### config.mk
export PLATFORM = sky130hd
export DESIGN_NAME = rv32_x_fetch_buf
export DESIGN_NICKNAME = d
export VERILOG_FILES = /design/src/rtl/rv32_x_fetch_buf.sv
export SDC_FILE = /design/constraint.sdc
export NUM_CORES = 1
export LEC_CHECK = 0
export BUFFER_PORTS_ARGS = -buffer_cell sky130_fd_sc_hd__buf_2
export CELL_PAD_IN_SITES_DETAIL_PLACEMENT = 1
export CELL_PAD_IN_SITES_GLOBAL_PLACEMENT = 1
export CORE_ASPECT_RATIO = 1.5
export CORE_MARGIN = 10
export CORE_UTILIZATION = 45
export DETAILED_ROUTE_END_ITERATION = 12
export GPL_TIMING_DRIVEN = 0
export HOLD_SLACK_MARGIN = 0.08
export PLACE_DENSITY = 0.83
export SLEW_MARGIN = 25
export SYNTH_ARGS = -nofsm -noshare
export SYNTH_HDL_FRONTEND = slang
export SYNTH_SLANG_ARGS = --single-unit
### constraint.sdc
create_clock -name clk -period 10 [get_ports clk]
set_input_delay 3 -clock clk [delete_from_list [all_inputs] [get_ports clk]]
set_output_delay 3 -clock clk [all_outputs]
set_load 0.1 [all_outputs]
### src/rtl/rv32_x_fetch_buf.sv
// Instruction fetch buffer for rv32i_x: sequential ICCM fetch, {pc, inst} FIFO, redirect flush.
// Define FETCH_BYPASS_EN to forward a response straight to decode when the FIFO is empty.
module rv32_x_fetch_buf #(
   parameter int unsigned DEPTH    = 4,
   parameter logic [31:0] RESET_PC = 32'h0000_0000
) (
   input  logic        clk,
   input  logic        rst,
   output logic        iccm_rd_en,
   output logic [31:0] iccm_rd_addr,
   input  logic [31:0] iccm_rd_data,
   input  logic        redirect_valid,
   input  logic [31:0] redirect_pc,
   output logic        inst_valid,
   output logic [31:0] inst,
   output logic [31:0] inst_pc,
   input  logic        inst_ready
);

   localparam int unsigned PW = $clog2(DEPTH);
   localparam int unsigned CW = PW + 1;
   localparam logic [CW:0] DEPTH_OCC = DEPTH[CW:0];

   typedef enum logic [1:0] {
      S_BOOT,
      S_FETCH,
      S_FULL
   } state_t;

   state_t        state;
   state_t        state_next;

   logic [31:0]   fetch_pc;
   logic [31:0]   pc_mem   [DEPTH];
   logic [31:0]   inst_mem [DEPTH];
   logic [PW-1:0] wr_ptr;
   logic [PW-1:0] rd_ptr;
   logic [CW-1:0] count;
   logic [CW-1:0] count_next;
   logic [CW:0]   occ_next;
   logic          inflight;
   logic [31:0]   inflight_pc;
   logic          kill;

   logic          head_valid;
   logic          credit_ok;
   logic          resp_live;
   logic          bypass;
   logic          issue;
   logic          push;
   logic          pop;

   // A redirect discards any response arriving in the same cycle and any pop decode attempts.
   always_comb begin
      head_valid = (count != '0);
      credit_ok  = ({1'b0, count} + (CW+1)'(inflight)) < DEPTH_OCC;
      resp_live  = inflight & ~kill & ~redirect_valid;
`ifdef FETCH_BYPASS_EN
      bypass     = resp_live & ~head_valid & inst_ready;
`else
      bypass     = 1'b0;
`endif
      issue      = (state == S_FETCH) & credit_ok & ~redirect_valid;
      push       = resp_live & ~bypass;
      pop        = head_valid & inst_ready & ~redirect_valid;
      if (redirect_valid)
         count_next = '0;
      else
         count_next = count + CW'(push) - CW'(pop);
      occ_next   = {1'b0, count_next} + (CW+1)'(issue);
   end

   always_ff @(posedge clk) begin
      if (rst)
         state <= S_BOOT;
      else
         state <= state_next;
   end

   // FULL tracks whether next cycle's buffered plus outstanding fetches use every slot.
   always_comb begin
      state_next = state;
      case (state)
         S_BOOT:  state_next = S_FETCH;
         default: begin
            if (redirect_valid)
               state_next = S_FETCH;
            else if (occ_next == DEPTH_OCC)
               state_next = S_FULL;
            else
               state_next = S_FETCH;
         end
      endcase
   end

   always_comb begin
      iccm_rd_en   = issue;
      iccm_rd_addr = fetch_pc;
      inst_valid   = head_valid | bypass;
      inst         = '0;
      inst_pc      = '0;
      if (head_valid) begin
         inst    = inst_mem[rd_ptr];
         inst_pc = pc_mem[rd_ptr];
      end else if (bypass) begin
         inst    = iccm_rd_data;
         inst_pc = inflight_pc;
      end
   end

   always_ff @(posedge clk) begin
      if (rst) begin
         fetch_pc    <= RESET_PC;
         count       <= '0;
         wr_ptr      <= '0;
         rd_ptr      <= '0;
         inflight    <= 1'b0;
         inflight_pc <= '0;
         kill        <= 1'b0;
      end else begin
         inflight <= issue;
         count    <= count_next;
         if (issue)
            inflight_pc <= fetch_pc;
         if (redirect_valid) begin
            fetch_pc <= {redirect_pc[31:2], 2'b00};
            wr_ptr   <= '0;
            rd_ptr   <= '0;
            kill     <= issue;
         end else begin
            if (issue)
               fetch_pc <= fetch_pc + 32'd4;
            if (push)
               wr_ptr <= wr_ptr + PW'(1);
            if (pop)
               rd_ptr <= rd_ptr + PW'(1);
            if (inflight & kill)
               kill <= 1'b0;
         end
      end
   end

   always_ff @(posedge clk) begin
      if (!rst && push) begin
         pc_mem[wr_ptr]   <= inflight_pc;
         inst_mem[wr_ptr] <= iccm_rd_data;
      end
   end

endmodule

==> qor.csv <==
metric,value,unit
status,"finished, final reports clean",
Worst Hold Class,register to register,
ys async rst share,0,
Layout Nets,1081,
crit path kind,primary input to output port,
Core Rows,75,
Leakage,5.06,nW
fill count,2708,
largest net degree at the start of global routing,45,
Ports,166,
DRC viols,0,
Clock Latency Late Sink,0.55,ns
Seq cells post-synth,321,
Cells after Synth,805,
WP data required,7.00,ns
Max-slew headroom,0.544,
"top cells by area, synth","edfxtp_1 58%, dfxtp_1 11%, mux4_2 11%",
clk sinks,321,
hold-fix buffer count after cts,0,
vias,7404,
CTS Buffer Depth,3,
Synth top area share,0.580,
Pre-antenna DRT Iters,5,
drt total wl,30.3,mm
die area,35900,um^2
sequential fraction of the synthesis area,0.693,
Worst EP arrival,4.41,ns
Yosys Warn Count,0,
"Area growth, synth to finish",17.8,%
setup TNS,0,ns
worst setup margin,2.59,ns
pre-CTS setup slack,2.58,ns
number of global-route vias before repair,8102,
Avg WL per Cell,22.1,um
Final Cycle Share,0.741,
postcts setup bufs,0,
most frequent cells in the layout,"248 x edfxtp_1, 168 x buf_2, 78 x nand2_1",
"Slew Viols, Final",0,
H-tree Lvls,1,
dominant synthesized flop cell,edfxtp_1,
Die Width,158,um
Worst Setup End Kind,output port,
final hold violations,0,
port bufs,158,
clock skew after layout,0.0147,ns
worst-margin pin slew,0.681,ns
GR Overflow Total,0,
HPWL after DPL,21.3,mm
Post-Syn Area per Cell,16.0,um^2
mapped cell area,12800,um^2
layout cells sized above 1,0.304,
DRT antenna net count,0,
TritonCTS clock tree,done,
final setup fails,0,
1st-iter DRT viols,351,
"CTS clk-pin slew, worst paths",0.06,ns
Routability Congestion,0.842,
clock root buffer,clkbuf_16,
GRT Overall Usage,0.168,
crit-path max FO,11,
VDD IR-drop max,105,uV
Max Cap Viol,0,
number of synthesized flops with an enable pin,248,
f_max,0.135,GHz
min Tclk post-route,7.41,ns
RSZ-0062 raised after global routing,no,
CTS buffer count,29,
"area leader, netlist",edfxtp_1,
die extent in y,227,um
initial antenna violation count,0,
cts repair resizes,0,
CP startpoint kind,primary input,
"most common cell after layout, fill and taps aside",edfxtp_1,
n_diodes,0,
core area,28100,um^2
PwrDens,183,nW/um^2
vias per inst,5.40,
starting density of the core,0.458,
Cell variety after synth,53,
global-route wire length before repair,46.7,mm
==> metal layers <==
metal	track usage	wire (um)
met5	0	0
met4	0.0542	623
met3	0.0298	1680
met2	0.307	16300
met1	0.193	11700
==> synth_stat cells (2+ instances only) <==
cell      count
edfxtp_1    248
nand2_1      78
dfxtp_1      73
nor2b_1      63
mux4_2       62
a21oi_1      39
nor2_1       34
clkbuf_1     26
xnor2_1      22
a211oi_1     14
inv_1        13
buf_2        10
ha_1         10
and2_1        9
nand3_1       8
nand4_1       7
nor4_1        7
xor2_1        7
nor3_1        6
buf_6         5
o21ai_0       5
a31oi_1       4
and4_1        4
buf_4         4
nor4_2        4
o21bai_1      4
a311oi_1      3
and3_1        3
o22ai_1       3
or3_1         3
a211oi_2      2
nor3_2        2
nor3b_1       2
or2_2         2
==> power by group <==
part	switching, W	internal [W]	total [W]
clock network	0.000472	0.000624	0.00110
logic	0.000157	0.0000439	0.000201
registers	0.0000229	0.00145	0.00147
==> final cells by class <==
type	count	area, um^2	share of cell area
buffer	47	250	0.0165
timing repair buffer	163	886	0.0585
clock buffer	38	812	0.0536
multi-input combinational	426	3660	0.242
inverter	14	52.6	0.00347
tap	346	433	0.0286
clock inverter	15	131	0.00868
sequential	321	8910	0.589
==> flip-flops by register name, indices dropped and copies added, names as in the netlist, named ones only <==
name and flops:
kill 1, inst_mem 128, state 2, wr_ptr 2, inflight_pc 30, pc_mem 120, count 3, inflight 1
iccm_rd_addr 30, rd_ptr 2
==> worst max-delay path, cell delays in order <==
cell	delay, ns
buf_2	0.16
inv_2	0.16
nand2b_1	0.16
inv_1	0.18
buf_2	0.25
buf_2	0.47
==> metrics by stage <==
stage           util  power [W]  cells  hold slack [ns]  area (um^2)
3_5_place_dp   0.506    0.00170   1317            0.470        14200
4_1_cts        0.539    0.00279   1370            0.490        15100
6_report       0.539    0.00277   1370            0.485        15100
5_1_grt        0.539    0.00286   1370            0.511        15100
2_1_floorplan      -    0.00164    808            0.455        12900
3_3_place_gp   0.502    0.00170   1312            0.463        14100
==> cells by family (layout without fill, tap and decap cells) <==
| family | after synthesis | in the layout | share of synthesized area |
|---|---|---|---|
| fa+ha+maj | 11 | 11 | 0.0113 |
| other cells | 1 | 4 | 0.000292 |
| compound gates | 81 | 81 | 0.0426 |
| xor+xnor | 29 | 29 | 0.0198 |
| simple gates | 238 | 238 | 0.0997 |
| mux | 63 | 63 | 0.109 |
| flops | 321 | 321 | 0.693 |
| buf+inv | 61 | 277 | 0.0236 |
==> path summary, 6_finish.rpt <==
kind | start | to | cells past startpoint | slack (ns)
hold reg to reg | kill$_SDFFE_PP0P_ | kill$_SDFFE_PP0P_ | 1 | 0.48
hold / removal | kill$_SDFFE_PP0P_ | kill$_SDFFE_PP0P_ | 1 | 0.48
setup reg to reg | count[2]$_SDFF_PP0_ | state[0]$_SDFF_PP0_ | 13 | 6.48
setup / recovery | redirect_valid | iccm_rd_en | 6 | 2.59
(Power assumes the default switching activity.)
